===== src/rtl/logic_unit_pkg.sv =====
// Shared definitions for the pipelined bitwise logic unit: op-code encoding
// and the op-code field width.
package logic_unit_pkg;

  localparam int OP_W = 3;

  typedef enum logic [OP_W-1:0] {
    OP_AND   = 3'd0,
    OP_OR    = 3'd1,
    OP_XOR   = 3'd2,
    OP_NAND  = 3'd3,
    OP_NOR   = 3'd4,
    OP_XNOR  = 3'd5,
    OP_NOTA  = 3'd6,
    OP_PASSB = 3'd7
  } op_e;

endpackage


===== src/rtl/logic_unit_core.sv =====
// Combinational gate array: applies the selected bitwise operation across
// the operand pair and derives the zero and parity flags of the result.
module logic_unit_core
  import logic_unit_pkg::*;
#(
  parameter int WIDTH = 8
) (
  input  logic [OP_W-1:0]  op,
  input  logic [WIDTH-1:0] a,
  input  logic [WIDTH-1:0] b,
  output logic [WIDTH-1:0] result,
  output logic             zero,
  output logic             parity
);

  // Per-op bitwise function; no carries between bit lanes.
  always_comb begin
    result = '0;
    case (op_e'(op))
      OP_AND:   result = a & b;
      OP_OR:    result = a | b;
      OP_XOR:   result = a ^ b;
      OP_NAND:  result = ~(a & b);
      OP_NOR:   result = ~(a | b);
      OP_XNOR:  result = ~(a ^ b);
      OP_NOTA:  result = ~a;
      OP_PASSB: result = b;
      default:  result = '0;
    endcase
  end

  assign zero   = (result == '0);
  assign parity = ^result;

endmodule


===== src/rtl/logic_unit_pipe.sv =====
// Pipelined logic unit top: valid/ready input, one registered output stage,
// and an accumulator that can stand in for operand A and absorb the result.
module logic_unit_pipe
  import logic_unit_pkg::*;
#(
  parameter int               WIDTH    = 8,
  parameter logic [WIDTH-1:0] ACC_INIT = '0
) (
  input  logic             clk,
  input  logic             rstn,
  input  logic             in_valid,
  output logic             in_ready,
  input  logic [OP_W-1:0]  in_op,
  input  logic             in_acc,
  input  logic [WIDTH-1:0] in_a,
  input  logic [WIDTH-1:0] in_b,
  input  logic             acc_clr,
  output logic             out_valid,
  input  logic             out_ready,
  output logic [WIDTH-1:0] out_data,
  output logic             out_zero,
  output logic             out_parity,
  output logic [WIDTH-1:0] acc_value
);

  logic [WIDTH-1:0] acc_q;
  logic             accept_p0;
  logic [WIDTH-1:0] op_a_p0;
  logic [WIDTH-1:0] result_p0;
  logic             zero_p0;
  logic             parity_p0;

  logic             vld_p1;
  logic [WIDTH-1:0] data_p1;
  logic             zero_p1;
  logic             parity_p1;

  // Stage p0: handshake and operand selection. The output slot is free when
  // empty or draining this cycle, so a full pipe still takes one beat/cycle.
  assign in_ready  = !vld_p1 || out_ready;
  assign accept_p0 = in_valid && in_ready;
  assign op_a_p0   = in_acc ? acc_q : in_a;

  logic_unit_core #(
    .WIDTH (WIDTH)
  ) u_core (
    .op     (in_op),
    .a      (op_a_p0),
    .b      (in_b),
    .result (result_p0),
    .zero   (zero_p0),
    .parity (parity_p0)
  );

  // Accumulator: a clear overrides a write-back from a coincident beat,
  // although that beat still computed from the pre-clear value.
  always_ff @(posedge clk or negedge rstn) begin
    if (!rstn) begin
      acc_q <= ACC_INIT;
    end else if (acc_clr) begin
      acc_q <= ACC_INIT;
    end else if (accept_p0 && in_acc) begin
      acc_q <= result_p0;
    end
  end

  // Stage p1: output register; loads on accept, empties on drain, holds
  // data and flags while stalled.
  always_ff @(posedge clk or negedge rstn) begin
    if (!rstn) begin
      vld_p1    <= 1'b0;
      data_p1   <= '0;
      zero_p1   <= 1'b1;
      parity_p1 <= 1'b0;
    end else if (accept_p0) begin
      vld_p1    <= 1'b1;
      data_p1   <= result_p0;
      zero_p1   <= zero_p0;
      parity_p1 <= parity_p0;
    end else if (out_ready) begin
      vld_p1    <= 1'b0;
    end
  end

  assign out_valid  = vld_p1;
  assign out_data   = data_p1;
  assign out_zero   = zero_p1;
  assign out_parity = parity_p1;
  assign acc_value  = acc_q;

endmodule


===== config.mk =====
export PLATFORM = sky130hd
export DESIGN_NAME = logic_unit_pipe
export DESIGN_NICKNAME = d
export VERILOG_FILES = /design/src/rtl/logic_unit_pkg.sv /design/src/rtl/logic_unit_core.sv /design/src/rtl/logic_unit_pipe.sv
export SDC_FILE = /design/constraint.sdc
export NUM_CORES = 1
export LEC_CHECK = 0
export CORE_ASPECT_RATIO = 1.2
export CORE_UTILIZATION = 45
export DETAILED_ROUTE_END_ITERATION = 8
export PLACE_DENSITY = 0.85
export RECOVER_POWER = 50
export SETUP_SLACK_MARGIN = 0.02
export SLEW_MARGIN = 40
export SYNTH_ARGS = -nofsm -noshare
export SYNTH_HDL_FRONTEND = slang
export SYNTH_SLANG_ARGS = --single-unit

===== constraint.sdc =====
create_clock -name clk -period 7.4 [get_ports clk]
set_clock_uncertainty 0.2 [all_clocks]
set_input_delay 1.48 -clock clk [delete_from_list [all_inputs] [get_ports clk]]
set_output_delay 1.48 -clock clk [all_outputs]
set_load 0.01 [all_outputs]

==> out/qor.txt <==
Compound-gate portion of the synthesized area: 21.63%
Clock buffer count from CTS: 3
DRT Wirelength: 4120 µm
Fin cells: 291
Max cap viols: 0
Setup violations, final: 0
Fillers: 334
TNS Setup: 0 ps
Synth cell types: 45
Max-slew violation count: 0
Clk buf depth: 2
Post-synth EDFFs: 0
Hold Vio Cnt, Final: 0
Mapped Cells: 200
Final period utilization: 61.72%
TritonRoute pass-1 iters: 4
GRT Overall Usage: 21.11%
Port bufs: 44
Ys flop type: dfrtp_1
Status: completed
Register bit total from synthesis: 19
Vias in the first global route: 1595
Post-Synth Simple-Gate Area: 22.89%
Final-stage net count: 285
Layout cells sized above 1: 10.88%
Core Rows: 24
Drt wl/cell: 14.16 µm
FMAX: 0.2190 GHz
CTS clk-pin slew, worst paths: 70 ps
Cts hold-fix bufs: 0
Slew Limit Headroom: 36.72%
Initial antenna violation count: 0
Endpoint class of the critical path: register
Number of H-tree levels: 1
Grt met2 use: 35.33%
Post_cts resized: 0
Post CTS Setup Buffer Count: 0
Number of synthesis warnings: 0
GRT met3 Usage: 2.194%
Starting DRC count in detailed routing: 76
DRT antenna net count: 0
Post-Synth Adder-Cell Area: 14.04%
Largest family of logic cells by synthesized area: simple AND/OR/NAND/NOR gates
Die Y: 70.93 µm
CTS root buf: clkbuf_8
WP data required: 7330 ps
Clk_lat worst skew: 260 ps
Residual DRC count: 0
LEAKAGE: 0.001020 µW
Ant. Diodes: 0
Worst Tran Pin Value: 949.2 ps
GRT Max-Usage Layer: met2
Global routing met1 resource utilization: 26.54%
Syn_nets: 245
Post-synthesis xor/xnor area fraction: 1.475%
TritonCTS clock tree: done
Global-route wire length before repair: 6996 µm
Final worst slack: 2833 ps
Tmin final: 4567 ps
Final HPWL from detailed placement: 3265 µm
Die width: 59.44 µm
DR vias: 1621
Core Area: 3724 µm²
Async S/R FF share, synth: 100.0%
RSZ-0062 raised after global routing: false
Routability cong.: 0.7954
Initial core utilization: 47.85%
Mux contribution to synthesized area: 6.110%
Sequential share of the synthesized area: 26.76%
DR vias/cell: 5.570
Worst-path fanout max: 10
Synth-to-Final Area Change: 27.46%
Crit path DAT: 4500 ps
CTS sink cnt: 19
Dpl ws: 2557 ps
Startpoint Class: primary input
Syn_area_per_cell: 8.909 µm²
Worst VDD drop: 0.07902 mV
Tot Pwr: 343.5 µW
Pwr Density: 151.3 nW/µm²
Num ports: 45
Largest net degree at the start of global routing: 36
Grt ovf: 0
Die area: 4216 µm²
Synth Cell Area: 1782 µm²
Placed cells: 287
WS Path Type: in2reg
Min-Delay Path Class: reg2reg
## registers in the layout, indices dropped and copies added (netlist names)
signal,cells
acc_value,8
out_data,8
out_parity,1
out_valid,1
out_zero,1
## power breakdown
| part | internal [µW] | total (µW) | switching [µW] |
|---|---|---|---|
| clock | 37.5 | 71.5 | 34.0 |
| sequential | 118 | 125 | 7.19 |
| combinational | 76.1 | 147 | 70.9 |
## through the flow
stage	hold WS, ps	utilization (%)	instance area, µm²
finish	276.4	60.99	2271
global route	314.6	60.99	2271
CTS	290.0	61.16	2277
detailed placement	275.1	59.91	2231
global placement	262.2	60.05	2236
floorplan	282.8	-	1782
## synthesized netlist by cell type (2+ instances only)
master	instances	share of area [%]
mux2i_1	3	1.7
ha_1	20	14
dfrtp_1	18	25
mux2_2	7	4.4
xnor2_1	3	1.5
a31oi_1	4	1.4
o22ai_1	8	2.8
a211oi_2	3	2.1
nand2b_1	8	2.8
nand3b_1	2	0.84
or2_1	4	1.4
clkbuf_1	2	0.42
a32oi_1	2	0.98
nand2_1	17	3.6
or2_2	2	0.70
inv_1	20	4.2
a22o_1	3	1.5
a2bb2oi_1	2	0.98
o21ai_0	4	1.1
o31ai_1	9	3.8
and2_1	2	0.70
nor2b_1	18	6.3
buf_2	5	1.4
o21ai_1	2	0.56
nor2_1	9	1.9
o32ai_1	4	2.0
## routing by layer
| layer | share of wire (%) | up-vias |
|---|---|---|
| met5 | 0 | - |
| met4 | 2.7 | 0 |
| met3 | 4.5 | 11 |
| met2 | 50 | 52 |
| met1 | 42 | 764 |
| li1 | - | 794 |
## worst max-delay path, stage by stage
cell	delay [ps]
clkdlybuf4s50_1	740
mux2_2	430
inv_1	70
ha_1	230
nor2b_1	130
o32ai_1	320
a211oi_2	120
or2_1	240
ha_1	310
xnor2_1	200
xnor2_1	140
o21ai_0	80
## final timing paths
path | startpoint | cells past startpoint | endpoint | slack [ps]
worst max-delay path | in_acc | 12 | out_parity$_DFFE_PN0P_ | 2830
worst min-delay path | out_data[6]$_DFFE_PN0P_ | 2 | out_data[6]$_DFFE_PN0P_ | 280
worst max register to register | acc_value[6]$_DFFE_PN0P_ | 11 | out_parity$_DFFE_PN0P_ | 4520
worst min register to register | out_data[6]$_DFFE_PN0P_ | 2 | out_data[6]$_DFFE_PN0P_ | 280
max in group asynchronous | rstn | 1 | acc_value[5]$_DFFE_PN0P_ | 5280
min in group asynchronous | rstn | 1 | out_data[5]$_DFFE_PN0P_ | 1140
## cell families (layout without fill, tap and decap cells)
group           Yosys count  count (layout)
simple gates             71              71
mux                      10              10
xor+xnor                  3               3
compound gates           48              48
flops                    19              19
fa+ha+maj                20              20
buf+inv                  29              68
## final cells by class
cell class                 count  area, µm²  area share, %
clock buffer                   3      41.29          1.818
sequential                    19      476.7          20.99
multi-input combinational    152       1179          51.90
inverter                      20      75.07          3.306
tap                           52      65.06          2.865
timing repair buffer          44      429.2          18.90
clock inverter                 1      5.005         0.2204
## cells in the final DEF, fill, tap and decap left out, types with 9 or more instances in the layout
master	count
nor2b_1	18
nor2_1	9
dfrtp_1	18
nand2_1	17
o31ai_1	9
ha_1	20
inv_1	20
clkdlybuf4s50_1	32
dlygate4sd3_1	10
Power figures use the tool's default switching activity.
